## src/rtl/aha_reset_req_sequencer.sv

```systemverilog
// Combines masked reset request sources into one registered, stretched system reset
// request pulse. It also keeps a sticky cause record and a saturating event counter.
`timescale 1ns/1ps
module aha_reset_req_sequencer #(
    parameter int NUM_SRC        = 4,
    parameter int PULSE_CYCLES   = 16,
    parameter int HOLDOFF_CYCLES = 8
) (
    input  logic               CLK,
    input  logic               RESET,
    input  logic [NUM_SRC-1:0] REQ,
    input  logic [NUM_SRC-1:0] REQ_EN,
    input  logic               CAUSE_CLR,
    output logic               SYSRESETREQ_OUT,
    output logic [NUM_SRC-1:0] CAUSE,
    output logic               BUSY,
    output logic [7:0]         EVENT_COUNT
);

    typedef enum logic [1:0] {
        S_IDLE    = 2'd0,
        S_ASSERT  = 2'd1,
        S_HOLDOFF = 2'd2
    } state_e;

    localparam logic [7:0] PULSE_LD   = 8'(PULSE_CYCLES - 1);
    localparam bit         NO_HOLDOFF = (HOLDOFF_CYCLES == 0);
    localparam logic [7:0] HOLD_LD    = NO_HOLDOFF ? 8'd0 : 8'(HOLDOFF_CYCLES - 1);

    state_e             state_q, state_d;
    logic [NUM_SRC-1:0] en_mask;
    logic [NUM_SRC-1:0] req_q, req_d;
    logic [NUM_SRC-1:0] cause_q, cause_d;
    logic [7:0]         cnt_q, cnt_d;
    logic [7:0]         evt_q, evt_d;
    logic               out_q, out_d;
    logic               busy_q, busy_d;

    always_comb begin
        // Source 0 (CPU SYSRESETREQ) cannot be masked.
        en_mask    = REQ_EN;
        en_mask[0] = 1'b1;
        req_d      = REQ & en_mask;

        // Set wins over clear on a colliding cycle.
        cause_d = (CAUSE_CLR ? '0 : cause_q) | req_q;

        state_d = state_q;
        cnt_d   = cnt_q;
        evt_d   = evt_q;
        case (state_q)
            S_IDLE: begin
                if (|req_q) begin
                    state_d = S_ASSERT;
                    cnt_d   = PULSE_LD;
                    if (evt_q != 8'hFF) evt_d = evt_q + 8'd1;
                end
            end
            S_ASSERT: begin
                if (cnt_q == 8'd0) begin
                    if (NO_HOLDOFF) begin
                        state_d = S_IDLE;
                        cnt_d   = 8'd0;
                    end else begin
                        state_d = S_HOLDOFF;
                        cnt_d   = HOLD_LD;
                    end
                end else begin
                    cnt_d = cnt_q - 8'd1;
                end
            end
            S_HOLDOFF: begin
                if (cnt_q == 8'd0) state_d = S_IDLE;
                else               cnt_d   = cnt_q - 8'd1;
            end
            default: begin
                state_d = S_IDLE;
                cnt_d   = 8'd0;
            end
        endcase

        out_d  = (state_d == S_ASSERT);
        busy_d = (state_d != S_IDLE);
    end

    always_ff @(posedge CLK or posedge RESET) begin
        if (RESET) begin
            state_q <= S_IDLE;
            req_q   <= '0;
            cause_q <= '0;
            cnt_q   <= 8'd0;
            evt_q   <= 8'd0;
            out_q   <= 1'b0;
            busy_q  <= 1'b0;
        end else begin
            state_q <= state_d;
            req_q   <= req_d;
            cause_q <= cause_d;
            cnt_q   <= cnt_d;
            evt_q   <= evt_d;
            out_q   <= out_d;
            busy_q  <= busy_d;
        end
    end

    assign SYSRESETREQ_OUT = out_q;
    assign CAUSE           = cause_q;
    assign BUSY            = busy_q;
    assign EVENT_COUNT     = evt_q;

endmodule

```

## config.mk

```make
export PLATFORM = sky130hd
export DESIGN_NAME = aha_reset_req_sequencer
export DESIGN_NICKNAME = d
export VERILOG_FILES = /design/src/rtl/aha_reset_req_sequencer.sv
export SDC_FILE = /design/constraint.sdc
export NUM_CORES = 1
export LEC_CHECK = 0
export ABC_CLOCK_PERIOD_IN_PS = 1900
export CORE_ASPECT_RATIO = 0.6
export CORE_MARGIN = 5
export CORE_UTILIZATION = 26
export CTS_CLUSTER_DIAMETER = 80
export DETAILED_ROUTE_END_ITERATION = 12
export PLACE_DENSITY = 0.44
export REMOVE_ABC_BUFFERS = 1
export SLEW_MARGIN = 20
export SYNTH_ARGS = -nofsm -noshare
export SYNTH_HDL_FRONTEND = slang
export SYNTH_SLANG_ARGS = --single-unit
```

## constraint.sdc

```tcl
create_clock -name CLK -period 1.9 [get_ports CLK]
set_input_delay 0.19 -clock CLK [delete_from_list [all_inputs] [get_ports CLK]]
set_output_delay 0.19 -clock CLK [all_outputs]
set_load 0.03 [all_outputs]
```

==> run summary <==
Pins Over Slew Limit: 0
YS warnings: 0
sw frac: 39.7%
gr usage total: 10.2%
final period demand of the worst path: 1.82 ns
pin count of the biggest net entering global routing: 29
final-report hold violation count: 0
prevailing post-synth register cell: dfrtp_1
width of the die: 105 um
register area share after synthesis: 50.1%
Pint: 1.40 mW
Core Region: 0.00513 mm2
crit path DAT: 1.97 ns
Sequential Power Share: 38.9%
antenna violations before repair: 0
CTS tree: done
Post-synth EDFFs: 0
Cells after Synth: 130
Async SR Flop Fraction: 100%
DRT Pass-1 Iters: 4
RSZ-0062 raised after global routing: no
# Post-CTS Setup Buffers: 0
Rel. slew slack: 73.3%
Synth Register Bits: 28
number of CTS-inserted buffers: 3
Yosys cell types: 46
Initial Util: 27.3%
CTS H-tree lvls: 1
vias in the first global route: 1076
clock latency on the worst-skew pair: 0.27 ns
layout cells sized above 1: 13.6%
Worst setup SP type: register
Clock Tree Root: clkbuf_8
num ports: 25
CP required: 2.06 ns
Port-buffer cells: 23
global-route wire length before repair: 5700 um
Post-Syn Area per Cell: 10.8 um2
switching pwr: 924 uW
Power per Cell Area: 1280 mW/mm2
register area: 701 um2
DIE HEIGHT: 66.8 um
final core utilization: 35.4%
Post-DRT Antenna Nets: 0
Worst setup EP type: register
Iteration-0 DRC Markers: 82
Tightest Pin Transition: 0.397 ns
Via density: 4.90
Post-CTS Resized: 0
f_max: 550 MHz
area taken by multi-input logic gates: 668 um2
fillers: 516
Placed Area: 0.00176 mm2
Worst Setup Path Type: register to register
Hold Crit Class: input pin to async pin
setup_tns: 0 ns
nets@finish: 178
Clock transition at path regs: 0.09 ns
clock share of power: 13.5%
critical path peak fanout: 6
status: finished, final reports clean
global placement routability congestion: 0.872
Cell Rows: 20
hold buffer count at cts: 0
Pwr Total: 2.33 mW
die area: 0.00700 mm2
total congestion overflow: 0
leakage dissipation: 0.752 nW
via count: 1117
Mapped Area: 0.00140 mm2
Residual DRC: 0
maximum clock path buffer count: 2
worst vdd ir: 0.000709 V
Routed WL per cell: 15.2 um
final wirelength: 3470 um
final setup violation count: 0
Clock Skew: 0.00321 ns
design area: 0.00182 mm2
ant diodes: 0
Detail Placement HPWL: 2640 um
power share of the combinational group: 47.5%
area delta synth->final: 29.9%
period utilization: 95.7%
clk sinks: 28
max cap viols: 0
## power by group through the flow
stage	Clock (mW)	Combinational, mW	Sequential [mW]
finish	0.315	1.11	0.907
global route	0.363	1.22	0.931
CTS	0.338	1.09	0.905
detailed placement	0	1.09	0.915
global placement	0	1.08	0.906
floorplan	0	0.557	1.01
## worst paths after layout
| path | start | to | slack (ns) | depth (start not counted) |
|---|---|---|---|---|
| worst min register to register | req_q[0]$_DFF_PP0_ | CAUSE[0]$_DFF_PP0_ | 0.49 | 1 |
| max in group asynchronous | RESET | cnt_q[0]$_DFFE_PP0P_ | 1.33 | 3 |
| worst max register to register | req_q[1]$_DFF_PP0_ | cnt_q[1]$_DFFE_PP0P_ | 0.08 | 4 |
| worst min-delay path | RESET | EVENT_COUNT[7]$_DFFE_PP0P_ | 0.29 | 3 |
| min in group CLK | REQ[0] | req_q[0]$_DFF_PP0_ | 0.39 | 1 |
| worst max-delay path | req_q[1]$_DFF_PP0_ | cnt_q[1]$_DFFE_PP0P_ | 0.08 | 4 |
## area by class of cell
class	count	share of cell area (%)
Inverter	5	1.03
Sequential cell	28	38.6
Clock buffer	3	2.27
Multi-Input combinational cell	93	36.8
Timing Repair Buffer	33	16.8
Tap cell	66	4.55
## stage by stage
| step | std cells | hold WS [ns] | worst slack, ns |
|---|---|---|---|
| after global routing | 228 | 0.332 | 0.0248 |
| after CTS | 228 | 0.302 | 0.0497 |
| after global placement | 225 | 0.457 | 0.0863 |
| final | 228 | 0.293 | 0.0813 |
| after detailed placement | 225 | 0.472 | 0.0631 |
| after floorplan | 126 | 0.221 | 0.00360 |
## placed cells by master, fill, tap and decap left out, types with 2 or more instances in the layout
master           netlist  routed
o22ai_1                2       2
a21o_1                 4       4
xnor2_1                6       6
nor3b_1                2       2
and3_1                 2       2
nand3_1                4       4
nand2b_1               4       4
nand4_1                2       2
and2_1                 4       4
clkdlybuf4s50_1        0      23
nor4_1                 2       2
nor2_1                 7       7
nand2_1                2       2
o21ai_0                8       7
buf_4                  0      10
o21bai_1               3       3
ha_1                   3       3
a21boi_0               2       2
a21oi_1                8       7
inv_1                  5       5
a211oi_1               2       2
clkbuf_8               0       3
mux2i_1                2       2
dfrtp_1               28      28
nor3_1                 2       2
or4_1                  2       2
## kinds of logic after synthesis
kind of cell,synth area share [%]
simple gates,19.3
compound gates,17.5
flops,50.1
buf+inv,3.04
xor+xnor,4.38
fa+ha+maj,3.40
mux,2.24
## state kept, by name (all words and copies together) (netlist names)
name,flops
state_q,2
BUSY,1
req_q,4
cnt_q,8
EVENT_COUNT,8
CAUSE,4
SYSRESETREQ_OUT,1
## critical path, cell delays in order (launching register included)
cell,delay (ns)
dfrtp_1,0.41
or4_1,0.69
or2_2,0.39
o21ai_0,0.12
a21oi_1,0.10
## per-layer routing
| layer | up-vias | track usage [%] | share of wire, % |
|---|---|---|---|
| met5 | - | 0 | 0 |
| met4 | 0 | 0.957 | 0.12 |
| met3 | 2 | 3.39 | 5.0 |
| met2 | 26 | 14.0 | 38 |
| met1 | 547 | 15.7 | 57 |
| li1 | 542 | - | - |
## Yosys cell counts (all sizes together), types with 4 or more instances
cell    instances  area, um2
a21o            4       30.0
nand2b          4       25.0
xnor2           6       52.6
a21oi           8       40.0
nor2            7       26.3
o21ai           8       40.0
dfrtp          28        701
and2            4       25.0
nand3           4       20.0
inv             5       18.8
(Power assumes the default switching activity.)
